===== src/rtl/pong_pkg.sv =====
// Shared constants, FSM states and frame layout for the PmodJSTK responder.
package pong_pkg;

   localparam int JSTK_FRAME_BYTES   = 5;
   localparam int JSTK_FRAME_BITS    = 40;
   localparam int JSTK_LED_VALID_BIT = 7;

   typedef enum logic [1:0] {
      IDLE  = 2'd0,
      LOAD  = 2'd1,
      SHIFT = 2'd2,
      DONE  = 2'd3
   } jstk_state_t;

   // Byte order X lo, X hi, Y lo, Y hi, buttons; MSB of the vector goes out first.
   function automatic logic [JSTK_FRAME_BITS-1:0] jstk_frame(input logic [9:0] x,
                                                             input logic [9:0] y,
                                                             input logic [2:0] b);
      return {x[7:0], 6'b0, x[9:8], y[7:0], 6'b0, y[9:8], 5'b0, b};
   endfunction

endpackage


===== src/rtl/pmod_jstk_responder_sync_edge.sv =====
// N-stage input synchroniser with rising/falling edge detect on the last stage.
module sync_edge #(
   parameter int STAGES = 2
) (
   input  logic clk,
   input  logic reset,
   input  logic d,
   output logic level,
   output logic rise,
   output logic fall
);

   logic [STAGES-1:0] chain_reg;
   logic              prev_reg;

   // Clearing to 0 means a pin already low at reset release never yields a fall.
   always_ff @(posedge clk) begin
      if (reset) begin
         chain_reg <= '0;
         prev_reg  <= 1'b0;
      end else begin
         chain_reg <= {chain_reg[STAGES-2:0], d};
         prev_reg  <= chain_reg[STAGES-1];
      end
   end

   assign level = chain_reg[STAGES-1];
   assign rise  = chain_reg[STAGES-1] & ~prev_reg;
   assign fall  = ~chain_reg[STAGES-1] & prev_reg;

endmodule


===== src/rtl/pmod_jstk_responder.sv =====
// SPI mode-0 slave emulating one PmodJSTK: returns a 5-byte position/button
// frame and captures the master's LED command byte.
module pmod_jstk_responder
   import pong_pkg::*;
#(
   parameter int SYNC_STAGES = 2,
   parameter int FRAME_BYTES = 5
) (
   input  logic       clk50M,
   input  logic       reset,
   input  logic       cs,
   input  logic       sck,
   input  logic       mosi,
   output logic       miso,
   input  logic [9:0] x_pos,
   input  logic [9:0] y_pos,
   input  logic [2:0] buttons,
   output logic [1:0] led,
   output logic       busy,
   output logic       frame_done
);

   localparam logic [5:0] LAST_BIT = 6'(FRAME_BYTES * 8);

   logic cs_level, cs_rise, cs_fall;
   logic sck_rise, sck_fall, sck_level_unused;
   logic mosi_level, mosi_rise_unused, mosi_fall_unused;

   sync_edge #(.STAGES(SYNC_STAGES)) u_cs (
      .clk(clk50M), .reset(reset), .d(cs),
      .level(cs_level), .rise(cs_rise), .fall(cs_fall)
   );
   sync_edge #(.STAGES(SYNC_STAGES)) u_sck (
      .clk(clk50M), .reset(reset), .d(sck),
      .level(sck_level_unused), .rise(sck_rise), .fall(sck_fall)
   );
   sync_edge #(.STAGES(SYNC_STAGES)) u_mosi (
      .clk(clk50M), .reset(reset), .d(mosi),
      .level(mosi_level), .rise(mosi_rise_unused), .fall(mosi_fall_unused)
   );

   jstk_state_t                state_reg;
   logic [JSTK_FRAME_BITS-1:0] tx_reg;
   logic [7:0]                 rx_reg;
   logic [5:0]                 bit_cnt_reg;
   logic                       cs_pend_reg;
   logic [JSTK_FRAME_BITS-1:0] snapshot;

   assign snapshot = jstk_frame(x_pos, y_pos, buttons);

   always_ff @(posedge clk50M) begin
      if (reset) begin
         state_reg   <= IDLE;
         tx_reg      <= '0;
         rx_reg      <= '0;
         bit_cnt_reg <= '0;
         cs_pend_reg <= 1'b0;
         miso        <= 1'b0;
         led         <= 2'b00;
         busy        <= 1'b0;
         frame_done  <= 1'b0;
      end else begin
         frame_done <= 1'b0;
         // A cs fall seen during DONE is remembered so IDLE can still start the frame.
         if (cs_fall)
            cs_pend_reg <= 1'b1;
         else if (cs_rise)
            cs_pend_reg <= 1'b0;

         case (state_reg)
            IDLE: begin
               if (cs_pend_reg && !cs_level) begin
                  cs_pend_reg <= 1'b0;
                  state_reg   <= LOAD;
               end
            end
            LOAD: begin
               tx_reg      <= snapshot;
               miso        <= snapshot[JSTK_FRAME_BITS-1];
               rx_reg      <= '0;
               bit_cnt_reg <= '0;
               busy        <= 1'b1;
               state_reg   <= SHIFT;
            end
            SHIFT: begin
               if (cs_rise) begin
                  state_reg <= DONE;
               end else begin
                  if (sck_rise) begin
                     // Only the command byte is kept; later bits must not push it out.
                     if (bit_cnt_reg < 6'd8)
                        rx_reg <= {rx_reg[6:0], mosi_level};
                     if (bit_cnt_reg != LAST_BIT)
                        bit_cnt_reg <= bit_cnt_reg + 6'd1;
                  end
                  if (sck_fall) begin
                     tx_reg <= {tx_reg[JSTK_FRAME_BITS-2:0], 1'b0};
                     miso   <= tx_reg[JSTK_FRAME_BITS-2];
                  end
               end
            end
            DONE: begin
               if (bit_cnt_reg == LAST_BIT) begin
                  frame_done <= 1'b1;
                  if (rx_reg[JSTK_LED_VALID_BIT])
                     led <= rx_reg[1:0];
               end
               busy      <= 1'b0;
               miso      <= 1'b0;
               state_reg <= IDLE;
            end
            default: state_reg <= IDLE;
         endcase
      end
   end

endmodule


===== config.mk =====
export PLATFORM = sky130hd
export DESIGN_NAME = pmod_jstk_responder
export DESIGN_NICKNAME = d
export VERILOG_FILES = /design/src/rtl/pong_pkg.sv /design/src/rtl/pmod_jstk_responder_sync_edge.sv /design/src/rtl/pmod_jstk_responder.sv
export SDC_FILE = /design/constraint.sdc
export NUM_CORES = 1
export LEC_CHECK = 0
export CELL_PAD_IN_SITES_DETAIL_PLACEMENT = 0
export CELL_PAD_IN_SITES_GLOBAL_PLACEMENT = 1
export CORE_AREA = 3 3 88 90
export DETAILED_ROUTE_END_ITERATION = 8
export DIE_AREA = 0 0 91 93
export PLACE_DENSITY = 0.83
export SYNTH_ARGS = -nofsm -noshare
export SYNTH_HDL_FRONTEND = slang
export SYNTH_HIERARCHICAL = 1
export SYNTH_SLANG_ARGS = --single-unit

===== constraint.sdc =====
create_clock -name clk50M -period 2.4 [get_ports clk50M]
set_input_delay 0.48 -clock clk50M [delete_from_list [all_inputs] [get_ports clk50M]]
set_output_delay 0.48 -clock clk50M [all_outputs]
set_load 0.01 [all_outputs]

==> out/metrics.csv, run 1 <==
stage,metric,value,unit
detailed_routing,Routed Antenna Nets,0,
run,Max Cap Viol,0,
setup_path,critical path class,flop to flop,
finish,Largest register FFs,39,
clock_tree,clk_lat worst skew,0.33,ns
detailed_routing,WL met2,2.42,mm
finish,fin nets,379,
placed_design,gpl congestion,0.748,
timing,post-layout min period,1.97,ns
logic_synthesis,yosys warns,6,
setup_path,critical-path maximum fanout,12,
placed_design,pre-CTS WS,0.419,ns
setup_path,worst reg2reg path depth,6,
power_and_ir_drop,leakage,1.28,nW
clock_tree,clock-pin slew on the worst setup and hold paths,0.07,ns
timing,Setup Skew,0.00472,ns
clock_tree,Hold Buf Count CTS,0,
timing,Fmax,507,MHz
setup_path,"slowest stage cell, crit path",or4_1,
global_route,global-route wire length before repair,9.76,mm
setup_path,Worst setup SP type,flop,
finish,most frequent cells in the layout,"69 x dfxtp_1, 41 x nor2_1, 32 x mux2i_1",
logic_synthesis,Netlist Area Pre-Place,0.00293,mm²
timing,fin. max-slew vios,0,
finish,"most common cell after layout, fill and taps aside",dfxtp_1,
finish,Area Overhead vs Synth,21.2,%
floorplan,Initial Util,0.411,
setup_path,worst reg2reg setup slack,0.43,ns
timing,Final TNS setup,0,ns
detailed_routing,initial DRC count,118,
clock_tree,H-tree levels,3,
timing,relative slew slack,0.566,
setup_path,critical path endpoint category,flop,
global_route,pin count of the biggest net entering global routing,60,
global_route,number of global-route vias before repair,2147,
detailed_routing,DRT Pass-1 Iters,4,
timing,crit share post-route,0.822,
power_and_ir_drop,Max IR drop VDD,0.000526,V
timing,worst slew pin tran,0.650,ns
timing,final hold violation count,0,
clock_tree,post-CTS setup buffers,0,
floorplan,Die Ht,93,µm
clock_tree,clk sinks,69,
logic_synthesis,"Net Count, Synth",354,
worst_hold_path,Worst Hold Class,flop to flop,
clock_tree,CTS Buf Count,9,
timing,Setup Viol. Count Final,0,
power_and_ir_drop,Overall Power,3.42,mW
logic_synthesis,Post-Syn Instances,319,
detailed_routing,vias per inst,5.00,
global_route,total track usage,0.139,
floorplan,I/O pin count,33,
finish,ratio of cells with drive above 1 in the final layout,0.0802,
setup_path,Worst EP arrival,2.20,ns
logic_synthesis,Avg Synthesized Cell Area,9.19,µm²
detailed_routing,Remaining DRCs,0,
clock_tree,Post-CTS Resized,0,
floorplan,Die X,91,µm
finish,Filler cells,691,
detailed_routing,routed wire length,5.63,mm
detailed_routing,met3 WL post-DR,210,µm
global_route,initial antenna violation count,0,
setup_path,WP data required,2.63,ns
clock_tree,CTS Buffer Depth,2,
floorplan,Die ar.,0.00846,mm²
floorplan,core area,0.00714,mm²
detailed_routing,Max Used Layer,met4,
floorplan,Rows,31,
placed_design,IO Port Bufs,32,
detailed_routing,Met1 Routed Length,2.87,mm
global_route,total global routing overflow,0,
finish,number of diodes,0,
clock_tree,CTS root buffer,clkbuf_8,
outcome,status,"finished, final reports clean",
setup_path,R2R Path End,rx_reg[2]$_SDFFE_PP0P_,
timing,final worst-path setup slack,0.426,ns
worst_hold_path,Hold Path Depth,1,
detailed_routing,WL/cell,12.6,µm
setup_path,worst r2r src,state_reg[0]$_SDFFE_PP0P_,
setup_path,cells along the critical path,inv_1 -> ha_2 -> nand3b_4 -> or4_1 -> mux2i_1 -> nor2_1,
setup_path,Max stage delay on crit path,0.66,ns
worst_hold_path,Worst Min Path Start,u_mosi/chain_reg[0]$_SDFF_PP0_,
worst_hold_path,WHS Endpoint,u_mosi/chain_reg[1]$_SDFF_PP0_,
clock_tree,CTS tree,yes,
placed_design,dpl hpwl,3.64,mm
timing,unrepaired setup endpoints after global routing,no,
power_and_ir_drop,pwr/cell area,963,mW/mm²
detailed_routing,DR vias,2240,
[power breakdown]
part / switching, mW / internal [mW]
sequential: 0.0943 / 1.31
combinational: 0.509 / 0.353
clock: 0.436 / 0.717
total: 1.04 / 2.38
[how the worst max path moves through the flow]
stage / start / to / slack (ns) / cells past startpoint
after CTS: state_reg[0]$_SDFFE_PP0P_ / rx_reg[2]$_SDFFE_PP0P_ / 0.40 / 6
after floorplan: state_reg[0]$_SDFFE_PP0P_ / rx_reg[0]$_SDFFE_PP0P_ / 0.76 / 8
final: state_reg[0]$_SDFFE_PP0P_ / rx_reg[2]$_SDFFE_PP0P_ / 0.43 / 6
after detailed placement: state_reg[0]$_SDFFE_PP0P_ / rx_reg[5]$_SDFFE_PP0P_ / 0.42 / 6
after global routing: state_reg[0]$_SDFFE_PP0P_ / rx_reg[5]$_SDFFE_PP0P_ / 0.29 / 6
after global placement: state_reg[0]$_SDFFE_PP0P_ / rx_reg[2]$_SDFFE_PP0P_ / 0.50 / 6
[routing by layer]
metal,vias up,track usage
li1,1162,-
met1,1028,0.186
met2,36,0.212
met3,14,0.0346
met4,0,0.0641
met5,-,0
[through the flow]
step                 util  area [µm²]  hold WS (ns)  cells
floorplan               -        2930         0.414    319
global placement    0.464        3310         0.416    432
detailed placement  0.464        3310         0.427    432
CTS                 0.498        3560         0.442    448
global route        0.498        3560         0.458    448
finish              0.498        3560         0.441    448
[layout make-up]
type                       count  area [µm²]  share of cell area
multi-input combinational    220        1410               0.397
sequential                    69        1380               0.388
timing repair buffer          37         365               0.103
clock buffer                  10         138              0.0387
tap                           99         124              0.0348
clock inverter                 6         110              0.0310
inverter                       7        26.3             0.00739
[critical path: cells and delay by family, from the launching register on]
family                     cells  cell delay [ns]
buffers and inverters          1             0.12
muxes                          1             0.24
DFF                            1             0.34
and+or+nand+nor                3             0.83
adders and majority gates      1             0.34
Power figures use the tool's default switching activity.
==> run 2, diff against run 1 <==
==> constraint.sdc (replaced) <==
create_clock -name clk50M -period 2 [get_ports clk50M]
set_input_delay 0.4 -clock clk50M [delete_from_list [all_inputs] [get_ports clk50M]]
set_output_delay 0.4 -clock clk50M [all_outputs]
set_load 0.01 [all_outputs]
==> out/metrics.csv, run 2 (same netlist as run 1, synthesis figures left out) <==
stage,metric,value,unit,change
clock_tree,clock-pin slew on the worst setup and hold paths,0.08,ns,about the same
finish,fin nets,380,,+0.26%
floorplan,core area,0.00714,mm²,unchanged
timing,Setup Viol. Count Final,0,,unchanged
floorplan,Rows,31,,unchanged
detailed_routing,DR vias,2230,,-0.45%
run,Max Cap Viol,0,,unchanged
setup_path,critical-path maximum fanout,9,,-3
timing,Setup Skew,0.0123,ns,+0.00760 ns
timing,crit share post-route,0.888,,+0.0654
clock_tree,H-tree levels,3,,unchanged
timing,Final TNS setup,0,ns,unchanged
timing,final hold violation count,0,,unchanged
finish,Filler cells,699,,+1.2%
floorplan,Die ar.,0.00846,mm²,unchanged
floorplan,Initial Util,0.411,,unchanged
worst_hold_path,Worst Hold Class,flop to flop,,
finish,Largest register FFs,39,,unchanged
power_and_ir_drop,pwr/cell area,1150,mW/mm²,+19%
finish,most frequent cells in the layout,"69 x dfxtp_1, 41 x nor2_1, 32 x mux2i_1",,
setup_path,worst r2r src,state_reg[0]$_SDFFE_PP0P_,,
placed_design,IO Port Bufs,32,,unchanged
detailed_routing,routed wire length,5.80,mm,+3.0%
global_route,total track usage,0.145,,+0.00573
finish,Non-Filler Instances,449,,+0.22%
floorplan,Die X,91,µm,unchanged
timing,post-layout min period,1.78,ns,-0.198 ns
placed_design,dpl hpwl,3.83,mm,+5.4%
finish,Area Overhead vs Synth,22.0,%,
detailed_routing,WL/cell,12.9,µm,+2.8%
timing,relative slew slack,0.724,,+0.157
setup_path,WP data required,2.21,ns,-0.42 ns
global_route,number of global-route vias before repair,2144,,-0.14%
timing,worst slew pin tran,0.414,ns,-0.236 ns
floorplan,I/O pin count,33,,unchanged
clock_tree,CTS Buf Count,9,,unchanged
setup_path,Critical Path Start,state_reg[0]$_SDFFE_PP0P_,,
finish,"most common cell after layout, fill and taps aside",dfxtp_1,,
setup_path,Worst EP arrival,1.99,ns,-0.21 ns
power_and_ir_drop,Max IR drop VDD,0.000686,V,+31%
global_route,initial antenna violation count,0,,unchanged
global_route,pin count of the biggest net entering global routing,60,,unchanged
finish,Register Area,0.00138,mm²,unchanged
floorplan,Die Ht,93,µm,unchanged
clock_tree,clk_lat worst skew,0.34,ns,about the same
clock_tree,CTS root buffer,clkbuf_8,,
finish,ratio of cells with drive above 1 in the final layout,0.0886,,+0.00834
setup_path,critical path class,flop to flop,,
outcome,status,"finished, final reports clean",,
detailed_routing,vias per inst,4.97,,-0.67%
timing,fin. max-slew vios,0,,unchanged
finish,multi-input combinational cell area,0.00142,mm²,+0.35%
power_and_ir_drop,leakage,1.30,nW,+1.5%
clock_tree,CTS tree,yes,,
clock_tree,clk sinks,69,,unchanged
clock_tree,Hold Buf Count CTS,0,,unchanged
global_route,total global routing overflow,0,,unchanged
timing,Fmax,563,MHz,+11%
placed_design,placed cell count,433,,+0.23%
placed_design,gpl congestion,0.874,,+17%
timing,unrepaired setup endpoints after global routing,no,,
setup_path,critical path endpoint category,flop,,
setup_path,Worst setup SP type,flop,,
detailed_routing,DRT Pass-1 Iters,4,,unchanged
finish,number of diodes,0,,unchanged
detailed_routing,Remaining DRCs,0,,unchanged
worst_hold_path,Worst Min Path Start,u_mosi/chain_reg[0]$_SDFF_PP0_,,
clock_tree,CTS Buffer Depth,2,,unchanged
detailed_routing,Routed Antenna Nets,0,,unchanged
global_route,global-route wire length before repair,9.87,mm,+1.1%
detailed_routing,initial DRC count,124,,+5.1%
run 2: changes by cell type in the layout (fill, tap and decap cells not counted):
| cell | delta |
|---|---|
| or4_4 | +1 |
| clkinv_4 | +2 |
| inv_6 | +1 |
| and2_2 | +1 |
| clkinvlp_4 | -2 |
| and2_1 | -1 |
| buf_12 | +1 |
| or4_1 | -1 |
| clkbuf_8 | -1 |
run 2: metal layers:
| layer | share of wire | track usage | wire length [µm] |
|---|---|---|---|
| met1 | 0.49 | 0.189 | 2860 |
| met2 | 0.45 | 0.226 | 2630 |
| met3 | 0.035 | 0.0370 | 204 |
| met4 | 0.018 | 0.0678 | 106 |
| met5 | 0 | 0 | 0 |
run 2: layout make-up:
cell class / instances / area share
clock buffer: 9 / 0.0346
clock inverter: 7 / 0.0339
inverter: 7 / 0.00734
multi-input combinational: 220 / 0.396
sequential: 69 / 0.386
tap: 99 / 0.0346
timing repair buffer: 38 / 0.108
run 2: worst paths after layout:
path	cells after the start	to	slack, ns
worst max register to register	6	rx_reg[7]$_SDFFE_PP0P_	0.22
worst max-delay path	6	rx_reg[7]$_SDFFE_PP0P_	0.22
worst min register to register	1	u_mosi/chain_reg[1]$_SDFF_PP0_	0.44
worst min-delay path	1	u_mosi/chain_reg[1]$_SDFF_PP0_	0.44
run 2: what timing repair did:
| item | CTS | global route |
|---|---|---|
| setup buffers | 0 | 0 |
| gates resized for setup | 0 | 2 |
| endpoints found under the setup margin | 0 | 17 |
run 2: per-stage QoR:
step	hold WS, ns	utilization	cell area, µm²	worst slack [ns]	power, mW
floorplan	0.414	-	2930	0.363	2.50
global placement	0.426	0.466	3330	0.131	2.75
detailed placement	0.429	0.466	3330	0.0672	2.78
CTS	0.447	0.501	3570	0.0394	4.15
global route	0.463	0.501	3580	0.0964	4.37
finish	0.443	0.501	3580	0.224	4.11
run 2: where the power goes:
part           switching (mW)  total, mW  internal (mW)
logic                   0.616       1.05          0.433
registers               0.110       1.69           1.58
clock network           0.538       1.37          0.834
run 2: critical path, cell delays in order, from the launching register on:
cell and delay, ns:
dfxtp_1 0.35, inv_1 0.12, ha_2 0.30, nand3b_4 0.12, or4_4 0.53, mux2i_1 0.19, nor2_1 0.05
==> run 3, diff against run 2 <==
--- a/config.mk
+++ b/config.mk
@@ -10,7 +10,8 @@
 export CORE_AREA = 3 3 88 90
 export DETAILED_ROUTE_END_ITERATION = 8
 export DIE_AREA = 0 0 91 93
-export PLACE_DENSITY = 0.83
+export DONT_BUFFER_PORTS = 1
+export PLACE_DENSITY = 0.75
 export SYNTH_ARGS = -nofsm -noshare
 export SYNTH_HDL_FRONTEND = slang
 export SYNTH_HIERARCHICAL = 1
==> out/metrics.csv, run 3 (same netlist as run 1, synthesis figures left out) <==
stage,metric,value,unit,change
detailed_routing,routed wire length,5.58,mm,-3.8%
setup_path,Worst EP arrival,2.05,ns,+0.06 ns
placed_design,gpl congestion,0.862,,-1.4%
finish,final instance area,0.00327,mm²,-8.7%
clock_tree,clock-pin slew on the worst setup and hold paths,0.08,ns,about the same
setup_path,worst reg2reg setup slack,0.17,ns,-0.06 ns
finish,Finished Core Util,0.458,,-0.0437
floorplan,core area,0.00714,mm²,unchanged
timing,crit share post-route,0.916,,+0.0285
clock_tree,clk_lat worst skew,0.34,ns,about the same
floorplan,Initial Util,0.411,,unchanged
finish,ratio of cells with drive above 1 in the final layout,0.0969,,+0.00830
finish,multi-input combinational cell area,0.00142,mm²,about the same
setup_path,Critical Path Start,state_reg[0]$_SDFFE_PP0P_,,
run,Max Cap Viol,0,,unchanged
global_route,global-route wire length before repair,9.41,mm,-4.6%
timing,Final TNS setup,0,ns,unchanged
clock_tree,CTS tree,yes,,
timing,final worst-path setup slack,0.167,ns,-0.0570 ns
timing,relative slew slack,0.786,,+0.0626
setup_path,WP data required,2.22,ns,about the same
worst_hold_path,Hold Path Depth,1,,unchanged
setup_path,critical path class,flop to flop,,
detailed_routing,Routed Antenna Nets,0,,unchanged
detailed_routing,DRT Pass-1 Iters,4,,unchanged
clock_tree,CTS Buffer Depth,2,,unchanged
setup_path,CP endpoint,tx_reg[25]$_SDFFE_PP0P_,,
finish,"most common cell after layout, fill and taps aside",dfxtp_1,,
timing,post-layout min period,1.83,ns,+0.0570 ns
clock_tree,clk sinks,69,,unchanged
floorplan,Die ar.,0.00846,mm²,unchanged
timing,unrepaired setup endpoints after global routing,no,,
placed_design,dpl cell area,0.00302,mm²,-9.4%
finish,Largest register FFs,39,,unchanged
outcome,status,"finished, final reports clean",,
placed_design,dpl hpwl,3.59,mm,-6.3%
global_route,initial antenna violation count,0,,unchanged
power_and_ir_drop,Max IR drop VDD,0.000461,V,-33%
clock_tree,H-tree levels,3,,unchanged
detailed_routing,vias per inst,5.00,,+0.58%
finish,Register Area,0.00138,mm²,unchanged
global_route,total track usage,0.139,,-0.00567
timing,Setup Viol. Count Final,0,,unchanged
clock_tree,CTS root buffer,clkbuf_8,,
floorplan,Die Ht,93,µm,unchanged
global_route,pin count of the biggest net entering global routing,72,,+20%
timing,final hold violation count,0,,unchanged
timing,Final Hold Slack,0.130,ns,-0.313 ns
floorplan,Die X,91,µm,unchanged
setup_path,worst r2r src,state_reg[0]$_SDFFE_PP0P_,,
finish,Area Overhead vs Synth,11.4,%,
worst_hold_path,Worst Hold Class,primary input to flop,,
finish,most frequent cells in the layout,"69 x dfxtp_1, 41 x nor2_1, 32 x mux2i_1",,
timing,Fmax,546,MHz,-3.1%
power_and_ir_drop,leakage,1.18,nW,-9.5%
floorplan,Rows,31,,unchanged
setup_path,Worst setup SP type,flop,,
timing,fin. max-slew vios,0,,unchanged
placed_design,IO Port Bufs,0,,-100%
finish,Filler cells,711,,+1.7%
setup_path,R2R Path End,tx_reg[25]$_SDFFE_PP0P_,,
global_route,total global routing overflow,0,,unchanged
setup_path,worst reg2reg path depth,6,,unchanged
detailed_routing,initial DRC count,138,,+11%
global_route,number of global-route vias before repair,1981,,-7.6%
floorplan,I/O pin count,33,,unchanged
setup_path,critical-path maximum fanout,25,,+16
power_and_ir_drop,pwr/cell area,1240,mW/mm²,+7.8%
timing,Setup Skew,0.00811,ns,-0.00421 ns
detailed_routing,Remaining DRCs,0,,unchanged
finish,number of diodes,0,,unchanged
timing,worst slew pin tran,0.320,ns,-0.0946 ns
placed_design,pre-CTS WS,0.131,ns,+0.0638 ns
finish,fin nets,350,,-7.9%
detailed_routing,DR vias,2093,,-6.1%
clock_tree,CTS Buf Count,9,,unchanged
detailed_routing,WL/cell,13.3,µm,+3.1%
setup_path,critical path endpoint category,flop,,
-- run 3: worst min path at each step --
stage,startpoint,to,slack [ns]
floorplan,u_cs/chain_reg[0]$_SDFF_PP0_,u_cs/chain_reg[1]$_SDFF_PP0_,0.41
global placement,u_mosi/chain_reg[0]$_SDFF_PP0_,u_mosi/chain_reg[1]$_SDFF_PP0_,0.42
detailed placement,u_mosi/chain_reg[0]$_SDFF_PP0_,u_mosi/chain_reg[1]$_SDFF_PP0_,0.43
CTS,reset,u_mosi/chain_reg[0]$_SDFF_PP0_,0.10
global route,reset,u_sck/chain_reg[0]$_SDFF_PP0_,0.10
finish,reset,u_mosi/chain_reg[0]$_SDFF_PP0_,0.13
-- run 3: worst max-delay path, cell delays in order (launching register included) --
cell and delay, ns:
dfxtp_1 0.34, inv_1 0.11, ha_2 0.23, buf_4 0.31
buf_4 0.36, mux2i_1 0.26, a211oi_1 0.10
-- run 3: area by class of cell --
type	instances	share of cell area
Timing Repair Buffer	8	0.0222
Sequential cell	69	0.423
Tap cell	99	0.0379
Clock buffer	10	0.0421
Multi-Input combinational cell	220	0.433
Inverter	7	0.00804
Clock inverter	6	0.0337
-- run 3: what timing repair did --
item                       CTS  global route
buffers inserted             0             0
hold buffers                 0             0
setup endpoints to repair    0             1
resized for setup            0             1
-- run 3: stage by stage --
step / instances / power, mW
global route: 419 / 4.31
global placement: 403 / 2.68
CTS: 419 / 4.10
finish: 419 / 4.04
detailed placement: 403 / 2.71
floorplan: 319 / 2.50
-- run 3: per-layer routing --
layer,share of wire,GRT usage,routed length [µm],up-vias
li1,-,-,-,1096
met5,0,0,0,-
met4,0.012,0.0641,67,0
met2,0.45,0.211,2530,28
met3,0.053,0.0579,297,6
met1,0.48,0.172,2690,963
-- run 3: report_power, final --
group          switching (mW)  leakage (nW)  internal (mW)
sequential              0.127         0.561           1.58
combinational           0.575         0.500          0.384
clock                   0.521         0.119          0.860
total                    1.22          1.18           2.82
